**src/rtl/read_queue_pkg.sv**
```systemverilog
// Shared helpers for the page's stream width converters (read_queue and its
// transmit-side down-converter counterpart).
package read_queue_pkg;

  localparam int unsigned DEF_IN_WIDTH  = 32;
  localparam int unsigned DEF_OUT_WIDTH = 128;

  // Width of a lane counter covering 0..r-1, never narrower than one bit.
  function automatic int unsigned lane_cnt_bits(input int unsigned r);
    int unsigned b;
    b = $clog2(r);
    return (b < 1) ? 1 : b;
  endfunction

  // Wide side must be an integer multiple (>= 2) of the narrow side.
  function automatic bit width_ratio_ok(input int unsigned narrow_w, input int unsigned wide_w);
    return (narrow_w != 0) && ((wide_w % narrow_w) == 0) && ((wide_w / narrow_w) >= 2);
  endfunction

endpackage

```
**src/rtl/read_queue.sv**
```systemverilog
// Receive-side width up-converter: packs OUT_WIDTH/IN_WIDTH consecutive input
// words into one output word, first-arrived word in the least-significant lane.
// Ports:
//   clk, reset_n          - clock, asynchronous active-low reset
//   din, vld_in           - narrow input stream from the leaf interface
//   rdy_upward            - registered ready back to the leaf interface
//   dout, vld_out         - registered wide output stream to the user kernel
//   rdy_downward          - user kernel ready
//   ap_start              - page start; sticky arm of the input side
module read_queue
  import read_queue_pkg::*;
#(
  parameter int unsigned IN_WIDTH  = DEF_IN_WIDTH,
  parameter int unsigned OUT_WIDTH = DEF_OUT_WIDTH
) (
  input  logic                 clk,
  input  logic                 reset_n,
  input  logic [IN_WIDTH-1:0]  din,
  input  logic                 vld_in,
  output logic                 rdy_upward,
  output logic [OUT_WIDTH-1:0] dout,
  output logic                 vld_out,
  input  logic                 rdy_downward,
  input  logic                 ap_start
);

  localparam int unsigned R  = OUT_WIDTH / IN_WIDTH;
  localparam int unsigned CW = lane_cnt_bits(R);
  localparam logic [CW-1:0] LAST_LANE = CW'(R - 1);

  if (!width_ratio_ok(IN_WIDTH, OUT_WIDTH)) begin : g_bad_ratio
    $error("read_queue: OUT_WIDTH must be an integer multiple (>= 2) of IN_WIDTH");
  end

  logic                 armed, armed_nxt;
  logic [CW-1:0]        cnt, cnt_nxt;
  logic [OUT_WIDTH-1:0] acc, acc_nxt;
  logic [OUT_WIDTH-1:0] dout_nxt;
  logic                 vld_nxt, rdy_nxt;
  logic                 accept, consume;

  assign accept  = vld_in & rdy_upward;
  assign consume = vld_out & rdy_downward;

  // State registers.
  always_ff @(posedge clk or negedge reset_n) begin
    if (!reset_n) begin
      armed      <= 1'b0;
      cnt        <= '0;
      acc        <= '0;
      dout       <= '0;
      vld_out    <= 1'b0;
      rdy_upward <= 1'b0;
    end else begin
      armed      <= armed_nxt;
      cnt        <= cnt_nxt;
      acc        <= acc_nxt;
      dout       <= dout_nxt;
      vld_out    <= vld_nxt;
      rdy_upward <= rdy_nxt;
    end
  end

  // Lane fill, output load and ready look-ahead.
  always_comb begin
    armed_nxt = armed | ap_start;
    cnt_nxt   = cnt;
    acc_nxt   = acc;
    dout_nxt  = dout;
    vld_nxt   = vld_out;

    if (consume) vld_nxt = 1'b0;

    if (accept) begin
      for (int unsigned i = 0; i < R; i++) begin
        if (cnt == CW'(i)) acc_nxt[i*IN_WIDTH +: IN_WIDTH] = din;
      end
      if (cnt == LAST_LANE) begin
        // A load wins over a same-cycle consume: the new word replaces the old.
        dout_nxt = acc_nxt;
        vld_nxt  = 1'b1;
        cnt_nxt  = '0;
      end else begin
        cnt_nxt = cnt + CW'(1);
      end
    end

    // Refuse input only when the last lane would land on an occupied output.
    rdy_nxt = armed_nxt & ~((cnt_nxt == LAST_LANE) & vld_nxt);
  end

endmodule

```
**config.mk**
```make
export PLATFORM = sky130hd
export DESIGN_NAME = read_queue
export DESIGN_NICKNAME = d
export VERILOG_FILES = /design/src/rtl/read_queue_pkg.sv /design/src/rtl/read_queue.sv
export SDC_FILE = /design/constraint.sdc
export NUM_CORES = 1
export LEC_CHECK = 0
export CAP_MARGIN = 5
export CORE_ASPECT_RATIO = 0.8
export CORE_MARGIN = 5
export CORE_UTILIZATION = 47
export CTS_CLUSTER_SIZE = 16
export DETAILED_ROUTE_END_ITERATION = 7
export PLACE_DENSITY_LB_ADDON = 0.2
export SLEW_MARGIN = 20
export SYNTH_ARGS = -nofsm -noshare
export SYNTH_HDL_FRONTEND = slang
export SYNTH_SLANG_ARGS = --single-unit
```
**constraint.sdc**
```tcl
create_clock -name clk -period 1.45 [get_ports clk]
set_input_delay 0.3625 -clock clk [delete_from_list [all_inputs] [get_ports clk]]
set_output_delay 0.3625 -clock clk [all_outputs]
set_load 0.02 [all_outputs]
```
==> results by stage <==
Status:
- The run finished, with violations left.
- The checks that failed: negative setup slack.

Global routing:
- The number of antenna violations at the first check in global routing is 0.
- The global-route wire length before repair is 37.0 mm.
- The final global-route overflow total is 0.
- The number of global-route vias before repair is 6856.
- Entering global routing, the biggest net connects 54 pins.
- Global routing used 19.9% of the available tracks across all layers.

Synth:
- The synthesized design contains 229 register bits.
- The number of unique standard cell types used by synthesis is 17.
- In the synthesized netlist, the number of instances is 780.
- The post-synth net total is 821.
- The post-synthesis average cell area is 12.0 um2.
- After synthesis the cells add up to 9360 um2.
- The warning count from the yosys run is 0.
- Sequential cells were found to cover 61.2% of the synthesized design area.

Worst setup path:
- Along the worst path, the maximum fanout reaches 8.
- The data required time at the worst endpoint is 1.84 ns.
- The startpoint-to-endpoint class of the critical path is in -> reg.
- For this design, the slowest cell found on the critical path is sky130_fd_sc_hd__clkdlybuf4s50_1.
- The cell repeated most along the worst path is sky130_fd_sc_hd__buf_12.
- For flop-to-flop paths, the worst setup slack is -0.05 ns.
- The startpoint kind of the worst setup timing path is an input pin.
- In this design, the stage delay of the slowest critical-path cell is 0.66 ns.
- STA classifies the critical path endpoint as a flop.
- The critical path goes through clkdlybuf4s50_1 -> buf_4 -> nand3_4 -> buf_12 -> buf_12 -> mux2_2.
- In this design, the largest share of critical-path delay is due to buffers and inverters.
- The critical path arrival is 1.90 ns.
- The number of buffers and inverters on the critical path is 4.

Detailed routing:
- For this run, design rule violations remaining after detail routing come to 0.
- The total via count after detailed routing is 6585.
- The remaining antenna violation count after routing is 0.
- The starting DRC count in detailed routing is 341.
- Before antenna repair, the detailed router went through 4 iterations.
- For this block, the routed nets add up to 23.2 mm of wire.
- Dividing the detail-routed wire length by the instance count gives 18.0 um.
- After detailed routing, the number of vias per cell comes to 5.10.

Power and ir drop:
- The design draws 31.5 mW.
- The cell area power density is 2460 nW/um2.
- The standby leakage power is 6.11 nW.
- The worst IR drop on VDD is 1.48 mV.

STA:
- The number of pins with negative max-slew slack in the final report is 0.
- After layout, the minimum clock period comes to 1.52 ns.
- The slew at the pin with the worst max-slew slack is 0.399 ns.
- The clock tree skew after final layout is 0.0129 ns.
- The final critical path takes up 105% of the cycle.
- The maximum clock frequency is 0.660 GHz.
- In this run the tightest slew margin relative to its limit is 73.4%.
- Setup repair after global routing could not meet its margin everywhere.
- The final worst hold slack is 0.362 ns.
- Setup violations remaining at the end of the flow were counted as 95.
- The final hold violation count is 0.
- The worst setup margin is -0.0662 ns.
- The final-layout setup total negative slack is -2.82 ns.

Placement:
- The sum of net half-perimeters after detailed placement is 15.0 mm.
- After detailed placement, the design holds a cell count of 1202.
- Buffers placed on the I/O ports in this run total 166.
- The last weighted congestion value of the routability-driven placer is 0.749.

Final layout:
- Leaving out filler cells and counting taps, the final layout contains 1290.
- The antenna diode count is 0.
- The signed area change from the synthesized netlist to the final layout is 37.0%.
- The number of nets in the layout is 1050.
- The share of layout cells above drive strength 1 is 36.5%.
- The final core utilization is 65.2%.
- Fill cells in the final layout number 1581.

CTS:
- The clock net sink count is 229.
- For the worst-skew pair, the clock arrives at the later sink with an insertion delay of 0.50 ns.
- The number of H-tree branching levels is 1.
- After clock tree synthesis, the clock-pin slew on the worst setup and hold paths is 0.06 ns.
- The total CTS buffers is 24.
- The CTS tree is done.
- The clock tree root driver cell is sky130_fd_sc_hd__clkbuf_16.
- The maximum buffer depth of the clock tree is 3.

Die:
- The width of the die is 168 um.
- The floorplan step set the die height to 136 um.
- The floorplan core area is 19700 um2.
- The overall die area is 22900 um2.
- 167 I/O pins were placed.
- The count of standard-cell rows is 46.
- The initial core utilization is 47.6%.

Job:
- The tool flagged a number of max-cap violations equal to 0.

Min path:
- The class of the tightest hold or removal check is in -> async.
Yosys cell counts:
library cell	instances	area, um2
sky130_fd_sc_hd__mux2i_1	96	961
sky130_fd_sc_hd__o21ai_0	91	455
sky130_fd_sc_hd__dfrtp_1	229	5730
sky130_fd_sc_hd__o21ai_1	6	30.0
sky130_fd_sc_hd__nor2_1	2	7.51
sky130_fd_sc_hd__buf_6	1	11.3
sky130_fd_sc_hd__and3_1	1	6.26
sky130_fd_sc_hd__a31oi_1	1	6.26
sky130_fd_sc_hd__nand2_1	193	724
sky130_fd_sc_hd__nand3_2	1	10.0
sky130_fd_sc_hd__nand3_1	3	15.0
sky130_fd_sc_hd__buf_2	36	180
sky130_fd_sc_hd__mux2_2	98	1100
sky130_fd_sc_hd__buf_4	1	7.51
sky130_fd_sc_hd__ha_1	4	50.1
sky130_fd_sc_hd__clkbuf_1	13	48.8
sky130_fd_sc_hd__inv_1	4	15.0
metal layers:
metal  vias up  track usage (%)  wire [um]
met4         0             4.69        358
met3        28             4.85       1290
met5         -                0          0
met2       144             30.6      10500
met1      3308             28.7      11000
li1       3105                -          -
report_power, final:
group / leakage [nW] / switching [mW] / internal [mW]
combinational: 2.93 / 7.18 / 7.18
sequential: 2.80 / 1.73 / 9.45
clock: 0.383 / 2.41 / 3.59
total: 6.11 / 11.3 / 20.2
kinds of logic (layout without fill, tap and decap cells):
kind of cell / count (synthesis) / count (layout) / synth area share (%)
DFF: 229 / 229 / 61.2
and+or+nand+nor: 200 / 200 / 8.15
muxes: 194 / 194 / 22.0
AOI/OAI and AO/OA: 98 / 98 / 5.25
buffers and inverters: 55 / 301 / 2.81
adders and majority gates: 4 / 4 / 0.535
registers in the layout, indices dropped and copies added (netlist names):
signal      cells
dout          128
acc            96
cnt             2
armed           1
rdy_upward      1
vld_out         1
layout make-up:
class	instances	area [um2]	share of cell area, %
Clock buffer	38	724	5.65
Tap cell	264	330	2.57
Sequential cell	229	5730	44.7
Timing Repair Buffer	254	2450	19.1
Inverter	4	20.0	0.156
Multi-Input combinational cell	496	3520	27.4
Clock inverter	5	50.0	0.390
placed cells by master (no fill, tap or decap), drive strengths merged, types with 4 or more instances in the layout:
master | Yosys | final
dfrtp | 229 | 229
ha | 4 | 4
mux2i | 96 | 96
clkinv | 0 | 4
clkdlybuf4s50 | 0 | 35
mux2 | 98 | 98
o21ai | 97 | 97
nand3 | 4 | 4
buf | 38 | 214
inv | 4 | 4
nand2 | 193 | 193
clkbuf | 13 | 42
what timing repair did:
item                                    in CTS  in global routing
pin swaps                                    2                  2
setup buffers                               12                 24
endpoints found under the setup margin     313                245
hold buffers                                 1                  0
gates resized for setup                    578                117
cloned                                       3                  5
hold endpoints to repair                    34                  0
through the flow:
step                      instance area [um2]  setup WS (ns)
final                                   12800        -0.0662
after global placement                  11800         -0.400
after CTS                               12300        -0.0437
after global routing                    12800         -0.114
after detailed placement                11800         -0.434
after floorplan                          9470        0.00214
path summary, 6_finish.rpt:
| check | cells after the start | to | startpoint |
|---|---|---|---|
| min in group clk | 3 | armed | ap_start |
| max in group asynchronous | 3 | acc[82] | reset_n |
| setup / recovery | 6 | acc[89] | vld_in |
| hold / removal | 2 | vld_out | reset_n |
| setup reg to reg | 6 | acc[89] | cnt[0] |
| hold reg to reg | 2 | armed | armed |
(Power assumes the default switching activity.)
==> edit 1, RTL diff (config.mk and constraints unchanged) <==
Set the package constant `DEF_OUT_WIDTH` to 256 (it was 128).
--- a/src/rtl/read_queue_pkg.sv
+++ b/src/rtl/read_queue_pkg.sv
@@ -3,7 +3,7 @@
 package read_queue_pkg;
 
   localparam int unsigned DEF_IN_WIDTH  = 32;
-  localparam int unsigned DEF_OUT_WIDTH = 128;
+  localparam int unsigned DEF_OUT_WIDTH = 256;
 
   // Width of a lane counter covering 0..r-1, never narrower than one bit.
   function automatic int unsigned lane_cnt_bits(input int unsigned r);
Interface: changed (resized dout); port bits go from 167 to 295. No check against the original RTL was run, so the function may have changed too.
==> edit 1 against the unedited design <==
- the flow still finishes with violations (negative setup slack)
- worst hold slack lost 0.12 ns
- power rose by 120%
- final area is 130% higher
- core utilization is 3.9 points higher
- synthesized area up 120%
- combinational power up 120%
- count of clock-buffer cells in the layout increased by 31
- sequential cell count up 257
- clock power rose by 120%
- via count grew 120%
- wire length grew to 2.5 times the old value
- setup slack lost 0.15 ns
- critical path type is now reg -> reg
- largest cell class unchanged
==> edit 1: results (changes against the unedited design) <==
Crit Path Max Fanout 18 (+10); Pwr Total 69.5 mW (+120%); Finish-stage setup viols 673 (+610%); layout clock buffer count 69 (+82%); Unique masters post-synth 27 (+10); Adder-Cell Fraction of Synth Area 0.00370 (-0.00164); Placed Instance Area 25600 sq um (+120%); run status complete, but fails checks; initial drt markers 916 (+170%); comb pwr 31.5 mW (+120%); met3 WL post-DR 3360 microns (+160%); # nets final 2153 (+110%); met3 global-route usage 0.0548 (+0.00621); failing checks negative setup slack; non-clk buf share 0.226 (+0.0345); pin count of the biggest net entering global routing 74 (+37%); initial antenna violation count 1 (+1); Area growth syn-to-layout 46.1%; synth cell count leaders dfrtp_1, nand2_1, o21ai_1; Non-clock inverters 6 (+2); top post-synthesis cells by area dfrtp_1, mux2_1, mux2i_1, nand2_1, o21ai_1; GPL Wtd Cong 0.782 (+4.5%); Post-CTS Setup Inserts 76 (+64); FP Rows 68 (+48%); total global-route track usage 0.230 (+0.0309); Setup WS post-layout -0.214 ns (-0.148 ns)
-- edit 1: changes by cell type after synthesis, moves of 5 or more --
cell      delta
mux2_2      -97
buf_4        +5
mux2i_1    +128
buf_6       +12
o21ai_1    +219
o21ai_0     -90
nand3_4      +5
dfrtp_1    +257
mux2_1     +224
clkbuf_1    +61
nand2_1    +132
buf_2        +7
-- edit 1: stage by stage --
step | TNS, ns | setup slack (ns) | cells
floorplan | -27.99 | -0.147 | 1655
CTS | -69.76 | -0.200 | 2680
global placement | -170.36 | -0.507 | 2510
finish | -67.86 | -0.214 | 2707
detailed placement | -171.85 | -0.522 | 2510
global route | -105.56 | -0.281 | 2706
-- edit 1: worst max-delay path, cell delays in order (launching register included) --
cell and delay (ns):
dfrtp_2 0.45, inv_4 0.08, ha_4 0.14, nor2b_4 0.18
buf_12 0.13, nand2_8 0.06, buf_12 0.18, mux2_1 0.32
==> edit 2, RTL diff (config.mk and constraints unchanged) <==
Without the edit above. Take the reset off `dout` and load it in a clocked block of its own.
--- a/src/rtl/read_queue.sv
+++ b/src/rtl/read_queue.sv
@@ -48,17 +48,19 @@
       armed      <= 1'b0;
       cnt        <= '0;
       acc        <= '0;
-      dout       <= '0;
       vld_out    <= 1'b0;
       rdy_upward <= 1'b0;
     end else begin
       armed      <= armed_nxt;
       cnt        <= cnt_nxt;
       acc        <= acc_nxt;
-      dout       <= dout_nxt;
       vld_out    <= vld_nxt;
       rdy_upward <= rdy_nxt;
     end
+  end
+
+  always_ff @(posedge clk) begin
+    dout <= dout_nxt;
   end
 
   // Lane fill, output load and ready look-ahead.
Function: changed (a bounded check fails within 10 cycles, from zero or initial values and one cycle with reset_n low; the reset may be asserted at any time).
==> edit 2 against the unedited design <==
- the run still ends with negative setup slack left
- power is 7.1% higher
- sequential cell count is 32 higher
- synthesized area is 17% higher
- wire length is 1.3% higher
- final area is 14% higher
- setup slack worse by 0.14 ns
- global-route usage is 2.7 points lower
- synthesized cell count is 27% lower
- critical path type is now reg -> reg
- critical endpoint is now acc[12]
==> edit 2: results (changes against the unedited design) <==
run status complete, but fails checks; failing checks negative setup slack; share of post-route cells with drive strength above 1 0.610 (+0.245); Post-synth EDFFs 128 (+128); GPL Wtd Cong 0.749 (about the same); number of buffers created by CTS 26 (+8.3%); Post-Syn Nets 607 (-26%); leak pwr 6.32 nW (+3.3%); Placed Instance Area 13500 sq um (+15%); CP arrival 2.05 ns (+0.15 ns); first-pass GRT wire length 36800 microns (-0.62%); CP max-delay cell dfrtp_2; Die ar. 26600 sq um (+16%); Top Registers acc (128), dout (128), cnt (2); # port buffers 166 (unchanged); Setup WS post-layout -0.209 ns (-0.143 ns); Worst VDD drop 0.00118 V (-20%); sequential area share after synthesis 0.652 (+0.0404); Finish-stage setup viols 380 (+300%); CP peak stage delay 0.44 ns (-0.22 ns); Unique masters post-synth 15 (-2); Layout Skew 0.0226 ns (+0.00972 ns); top post-synthesis cells by area edfxtp_1, dfrtp_1, mux2_4, mux2_2, buf_6; Worst-path clk slew 0.06 ns (about the same); Worst-Skew Late Latency 0.52 ns (+0.02 ns); total global-route track usage 0.172 (-0.0271); pin count of the biggest net entering global routing 41 (-24%); initial drt markers 345 (+1.2%); # nets final 831 (-21%); P_sw 9.64 mW (-15%); CP top delay family multiplexers; synth cell count leaders mux2_4, dfrtp_1, edfxtp_1; routed vias/inst 5.03 (-1.4%); slew margin rel. 0.768 (+0.0340); asr flop ratio synth 0.510 (-0.490); number of global-route vias before repair 6246 (-8.9%); DP HPWL 15400 microns (+2.5%); Routed WL per cell 20.9 microns (+16%); Crit Path Max Fanout 7 (-1)
edit 2: cell types whose count changed after synthesis, sizes merged, moves of 7 or more:
cell,before,now
nand2,193,0
mux2,98,256
edfxtp,0,128
o21ai,97,0
dfrtp,229,133
mux2i,96,2
clkbuf,13,0
buf,38,31
edit 2: final cells by class:
class	count	area (sq um)
clock buffers	46	817
clock inverters	2	8.76
fillers	1658	8600
inverters	6	27.5
multi-input cells	268	3850
flip-flops and latches	261	7170
well taps	312	390
repair buffers	227	2330
edit 2: cell families (layout without fill, tap and decap cells):
group | Yosys count | count (layout) | share of synthesized area
DFF | 261 | 261 | 0.652
muxes | 258 | 258 | 0.312
buffers and inverters | 37 | 281 | 0.0281
adders and majority gates | 4 | 4 | 0.00455
and+or+nand+nor | 4 | 4 | 0.00205
AOI/OAI and AO/OA | 2 | 2 | 0.00125
edit 2: worst paths after layout:
kind | startpoint | to | slack, ns
max | cnt[1] | acc[12] | -0.21
min | reset_n | acc[119] | 0.31
max reg2reg | cnt[1] | acc[12] | -0.21
min reg2reg | armed | armed | 0.46
max in group asynchronous | reset_n | acc[29] | 0.60
min in group clk | armed | armed | 0.46
edit 2: worst register-to-register path: stages (launching register included):
cell	delay (ns)
dfrtp_2	0.44
inv_4	0.09
ha_4	0.18
buf_12	0.12
buf_12	0.13
mux2_4	0.31
mux2_4	0.26
edit 2: through the flow:
step | setup slack [ns] | instances | total power [mW] | setup TNS (ns)
after global placement | -0.444 | 1060 | 25.8 | -107.33
after floorplan | -0.382 | 566 | 22.3 | -55.82
after CTS | -0.229 | 1121 | 33.7 | -47.39
after global routing | -0.265 | 1122 | 35.3 | -66.49
after detailed placement | -0.455 | 1060 | 26.2 | -111.13
final | -0.209 | 1122 | 33.8 | -43.42
edit 2: what timing repair did:
action,4_1_cts,5_1_grt
pin swaps,1,1
endpoints found under the setup margin,507,452
buffers inserted,8,2
gates cloned,4,1
gates resized for setup,670,55
endpoints found under the hold margin,26,0
hold buffers,1,0
edit 2: power by group through the flow:
stage | Sequential (mW) | Clock [mW] | Combinational (mW)
after global placement | 12.7 | 0 | 13.1
after floorplan | 13.4 | 0 | 8.92
after detailed placement | 12.8 | 0 | 13.4
final | 12.9 | 6.44 | 14.5
after CTS | 12.8 | 6.58 | 14.3
after global routing | 13.1 | 6.89 | 15.3
edit 2: layer usage:
metal,track usage,share of wire,up-vias
met2,0.286,0.48,127
met1,0.240,0.46,2942
met4,0.0353,0.020,0
li1,-,-,2547
met5,0,0,-
met3,0.0314,0.043,33
